===== src/rtl/regfile_wb_arbiter.sv =====
// Register-file writeback arbiter: in-order pipe writes always win, a one-entry buffer holds MDU results.
// Optional starvation stall (wait counter + stall_req) is built only when WBARB_STALL_EN is defined.
module regfile_wb_arbiter #(
  parameter int unsigned STARVE_LIMIT = 4
) (
  input  logic        clk,
  input  logic        reset,
  input  logic        pipe_wen,
  input  logic [4:0]  pipe_rd,
  input  logic [31:0] pipe_wdata,
  input  logic        mdu_valid,
  input  logic [4:0]  mdu_rd,
  input  logic [31:0] mdu_wdata,
  output logic        mdu_ready,
  output logic        rf_wen,
  output logic [4:0]  rf_rd,
  output logic [31:0] rf_wdata,
  output logic        pend_valid,
  output logic [4:0]  pend_rd,
  output logic        stall_req
);

  logic        pend_valid_q, pend_valid_d;
  logic [4:0]  pend_rd_q,    pend_rd_d;
  logic [31:0] pend_data_q,  pend_data_d;
  logic        mdu_ready_q,  mdu_ready_d;
  logic        rf_wen_q,     rf_wen_d;
  logic [4:0]  rf_rd_q,      rf_rd_d;
  logic [31:0] rf_wdata_q,   rf_wdata_d;
  logic        pipe_eff;
  logic        mdu_acc;
  logic        release_buf;

  // Arbitration: pipe write wins, otherwise drain; a WAW hit kills the stale buffered result.
  always_comb begin
    pipe_eff    = pipe_wen && (pipe_rd != 5'd0);
    mdu_acc     = mdu_valid && mdu_ready_q;
    release_buf = pend_valid_q && (!pipe_eff || (pipe_rd == pend_rd_q));
    rf_rd_d     = rf_rd_q;
    rf_wdata_d  = rf_wdata_q;
    rf_wen_d    = 1'b0;
    pend_valid_d = pend_valid_q;
    pend_rd_d    = pend_rd_q;
    pend_data_d  = pend_data_q;
    if (pipe_eff) begin
      rf_wen_d   = 1'b1;
      rf_rd_d    = pipe_rd;
      rf_wdata_d = pipe_wdata;
    end else if (pend_valid_q) begin
      rf_wen_d   = 1'b1;
      rf_rd_d    = pend_rd_q;
      rf_wdata_d = pend_data_q;
    end else begin
      rf_wen_d   = 1'b0;
    end
    if (release_buf) begin
      pend_valid_d = 1'b0;
    end else begin
      pend_valid_d = pend_valid_q;
    end
    // Acceptance only happens while EMPTY, so it never races a drain; x0 results are dropped.
    if (mdu_acc && (mdu_rd != 5'd0)) begin
      pend_valid_d = 1'b1;
      pend_rd_d    = mdu_rd;
      pend_data_d  = mdu_wdata;
    end else begin
      pend_rd_d    = pend_rd_q;
      pend_data_d  = pend_data_q;
    end
    mdu_ready_d = !pend_valid_d;
  end

  // State and registered output flops.
  always_ff @(posedge clk or posedge reset) begin
    if (reset) begin
      pend_valid_q <= 1'b0;
      pend_rd_q    <= 5'd0;
      pend_data_q  <= 32'd0;
      mdu_ready_q  <= 1'b1;
      rf_wen_q     <= 1'b0;
      rf_rd_q      <= 5'd0;
      rf_wdata_q   <= 32'd0;
    end else begin
      pend_valid_q <= pend_valid_d;
      pend_rd_q    <= pend_rd_d;
      pend_data_q  <= pend_data_d;
      mdu_ready_q  <= mdu_ready_d;
      rf_wen_q     <= rf_wen_d;
      rf_rd_q      <= rf_rd_d;
      rf_wdata_q   <= rf_wdata_d;
    end
  end

`ifdef WBARB_STALL_EN
  localparam logic [3:0] LIMIT_C = 4'(STARVE_LIMIT);
  logic [3:0] wait_q, wait_d;
  logic       stall_q, stall_d;

  // Age of the held result; restarts on entry and clears when the buffer empties.
  always_comb begin
    if (!pend_valid_d || !pend_valid_q) begin
      wait_d = 4'd0;
    end else if (wait_q == 4'hF) begin
      wait_d = wait_q;
    end else begin
      wait_d = wait_q + 4'd1;
    end
    stall_d = pend_valid_d && (wait_d >= LIMIT_C);
  end

  // Wait counter and stall request flops.
  always_ff @(posedge clk or posedge reset) begin
    if (reset) begin
      wait_q  <= 4'd0;
      stall_q <= 1'b0;
    end else begin
      wait_q  <= wait_d;
      stall_q <= stall_d;
    end
  end

  assign stall_req = stall_q;
`else
  assign stall_req = 1'b0;
`endif

  assign mdu_ready  = mdu_ready_q;
  assign rf_wen     = rf_wen_q;
  assign rf_rd      = rf_rd_q;
  assign rf_wdata   = rf_wdata_q;
  assign pend_valid = pend_valid_q;
  assign pend_rd    = pend_rd_q;

endmodule


===== config.mk =====
export PLATFORM = sky130hd
export DESIGN_NAME = regfile_wb_arbiter
export DESIGN_NICKNAME = d
export VERILOG_FILES = /design/src/rtl/regfile_wb_arbiter.sv
export SDC_FILE = /design/constraint.sdc
export NUM_CORES = 1
export LEC_CHECK = 0
export BUFFER_PORTS_ARGS = -buffer_cell sky130_fd_sc_hd__buf_2
export CORE_UTILIZATION = 40
export DETAILED_ROUTE_END_ITERATION = 8
export PLACE_DENSITY = 0.67
export RECOVER_POWER = 100
export SLEW_MARGIN = 15
export SYNTH_ARGS = -nofsm -noshare
export SYNTH_HDL_FRONTEND = slang
export SYNTH_SLANG_ARGS = --single-unit

===== constraint.sdc =====
create_clock -name clk -period 2.44 [get_ports clk]
set_input_delay 0.244 -clock clk [delete_from_list [all_inputs] [get_ports clk]]
set_output_delay 0.244 -clock clk [all_outputs]
set_load 0.01 [all_outputs]

==> results.toml <==
[outcome]
status = "finished with violations"
violations = "capacitance limit, slew limit"

[sta]
period_share = 0.806
slew_headroom = -0.290
setup_violations = 0
worst-slew-pin-transition_ns = 1.92
fmaxAchievable_ghz = 0.508
fin_tns_setup_ns = 0
slew_violations = 45
worst_slack_ns = 0.473
period_minus_slack_ns = 1.97
rsz0062_at_grt = "no"
timing.hold.ws_ns = 0.0984
hold_viol = 0
fin_skew_ns = 0.00973

[clock_network]
cts_tree = "built"
htreeDepth = 3
cts_setup_buffers = 0
post_cts_resized = 0
cts_buffers = 9
cts_hold_buffers = 0
cts_buffer_depth = 2
clk_latency_ns = 0.34
clk_pin_slew_ns = 0.08
clockRootBuffer = "clkbuf_8"
numClockSinks = 77

[grt]
antenna_found_initial = 0
grt_overflow = 0
track_usage = 0.173
grt_pass1_wl_um = 11400
grt_max_degree = 45
first_global_vias = 2369

[worst_setup_path]
crit_start = "mdu_rd[0]"
critical_path.slowest_cell = "clkbuf_1"
cp_top_family = "buffers and inverters"
reg2reg_from = "mdu_ready$_DFF_PP1_"
worst_setup_path_start_kind = "input pin"
end_kind = "flip-flop"
crit_chain = "buf_2 -> or4_1 -> o211ai_4 -> clkbuf_1 -> mux2_2"
max_stage_delay_ns = 0.65
crit_buf_inv = 2
cp.required_ns = 2.66
crit_type = "input pin to flip-flop"
r2r_setup_slack_ns = 0.75
arrival_ns = 2.19
worstPathMaxFanout = 14

[cells_and_area]
nets = 461
final_layout_size_suffix_gt1_frac = 0.357
n_antenna_cell = 0
finalNonFillerCells = 489
area_growth_pct = 25.5
stdcell_area_um2 = 4110
final.fill_count = 761

[place]
port_buffers = 122
gp_congestion = 0.796
dpl.cell_count = 474
place_ws_ns = 0.449
place_area_um2 = 3980
hpwl_um = 4890

[hold_path]
hold_class = "input pin to flip-flop"
hp-start = "pipe_wdata[3]"

[die]
start_util = 0.419
fp.dieArea_um2 = 8540
num_rows = 32
fp.dieH_um = 92.4
dieWidth_um = 92.4
io_pins = 124
core_region_area_um2 = 7810

[job]
cap_violations = 1

[synthesis]
syn-num-nets = 338
synthesis.area_um2 = 3270
postSynth.asyncResetShare = 1.00
yosysSeqAreaShare = 0.590
ys_seq_elements = 77
synthTopCellsByArea = "dfrtp_1, mux2_2, mux2i_1, o21ai_0, nand2_1"
synth_most_common_cell = "dfrtp_1"
netlist.area_leader.share = 0.581
synth_top_cells_by_count = "dfrtp_1, mux2i_1, nand2_1, o21ai_0, mux2_2"
syn_inst = 260
synthDistinctLibCells = 25
ys.flop_type = "dfrtp_1"
yosys_warnings = 0
synth-edff-count = 0
syn_avg_cell_area_um2 = 12.6
yosysTopAreaCell = "dfrtp_1"

[routing]
routed_wl_um = 7000
drc_errors = 0
via_per_inst = 4.91
vias = 2399
wire_per_inst_um = 14.3
dr.pass1.iters = 5
drt-initial-drc-count = 78
drtAntennaViolNets = 0

[power]
ir_drop_mv = 0.400
p_leak_nw = 1.91
power-per-cell-area_nw_per_um2 = 869
[where the power goes]
group	internal [mW]	leakage, nW	switching [mW]	total (mW)
clock	0.519	0.101	0.442	0.961
sequential	1.57	0.910	0.215	1.79
combinational	0.435	0.899	0.385	0.820
total	2.53	1.91	1.04	3.57
[worst register-to-register path: cells and delay by family (launching register included)]
| family | cells | cell delay, ns |
|---|---|---|
| AO/OA/AOI/OAI | 1 | 0.09 |
| buffers and inverters | 1 | 0.65 |
| flip-flops | 1 | 0.41 |
| multiplexers | 1 | 0.42 |
[registers in the layout, summed over array words and instances, names as in the netlist]
signal,count
pend_valid,1
rf_wdata,32
rf_rd,5
pend_data_q,32
rf_wen,1
mdu_ready,1
pend_rd,5
[layer usage]
layer / vias to the layer above / GRT usage / share of wire
met5: - / 0 / 0
met4: 0 / 0.0898 / 0.023
met3: 14 / 0.0394 / 0.073
met2: 87 / 0.264 / 0.46
met1: 1153 / 0.229 / 0.45
li1: 1145 / - / -
[layout make-up]
cell class,instances,area (µm²),area share
sequential,77,1930,0.470
multi-input combinational,163,1230,0.300
timing repair buffer,130,608,0.148
clock buffer,11,151,0.0369
tap,102,128,0.0311
clock inverter,4,47.5,0.0116
inverter,2,8.76,0.00213
[kinds of logic (layout without fill, tap and decap cells)]
family / count (synthesis) / after routing / share of synthesized area
other: 1 / 1 / 0.00115
AO/OA/AOI/OAI: 42 / 42 / 0.0704
multiplexers: 73 / 73 / 0.237
AND/OR/NAND/NOR: 42 / 42 / 0.0520
XOR/XNOR: 5 / 5 / 0.0134
buffers and inverters: 20 / 147 / 0.0363
flip-flops: 77 / 77 / 0.590
[cell usage in the layout, fill, tap and decap left out, types with 2 or more instances in the layout]
master	instances
buf_2	78
dfrtp_1	75
clkbuf_1	48
mux2i_1	37
nand2_1	37
o21ai_0	37
mux2_2	36
clkbuf_8	11
xor2_1	3
or4_1	2
xnor2_1	2
clkinv_2	2
clkbuf_2	2
[stage by stage]
step / power [mW] / utilization
2_1_floorplan: 2.34 / -
3_3_place_gp: 2.65 / 0.510
3_5_place_dp: 2.69 / 0.510
4_1_cts: 3.66 / 0.536
5_1_grt: 3.79 / 0.526
6_report: 3.57 / 0.526
[path summary, 6_finish.rpt]
check	end	cells past startpoint
min	rf_wdata[3]$_DFFE_PP0P_	3
max reg2reg	pend_data_q[1]$_DFFE_PP0P_	3
min in group asynchronous	rf_wdata[19]$_DFFE_PP0P_	2
max in group asynchronous	rf_wdata[0]$_DFFE_PP0P_	3
min reg2reg	pend_data_q[4]$_DFFE_PP0P_	1
max	pend_data_q[1]$_DFFE_PP0P_	5
Power figures use the tool's default switching activity.
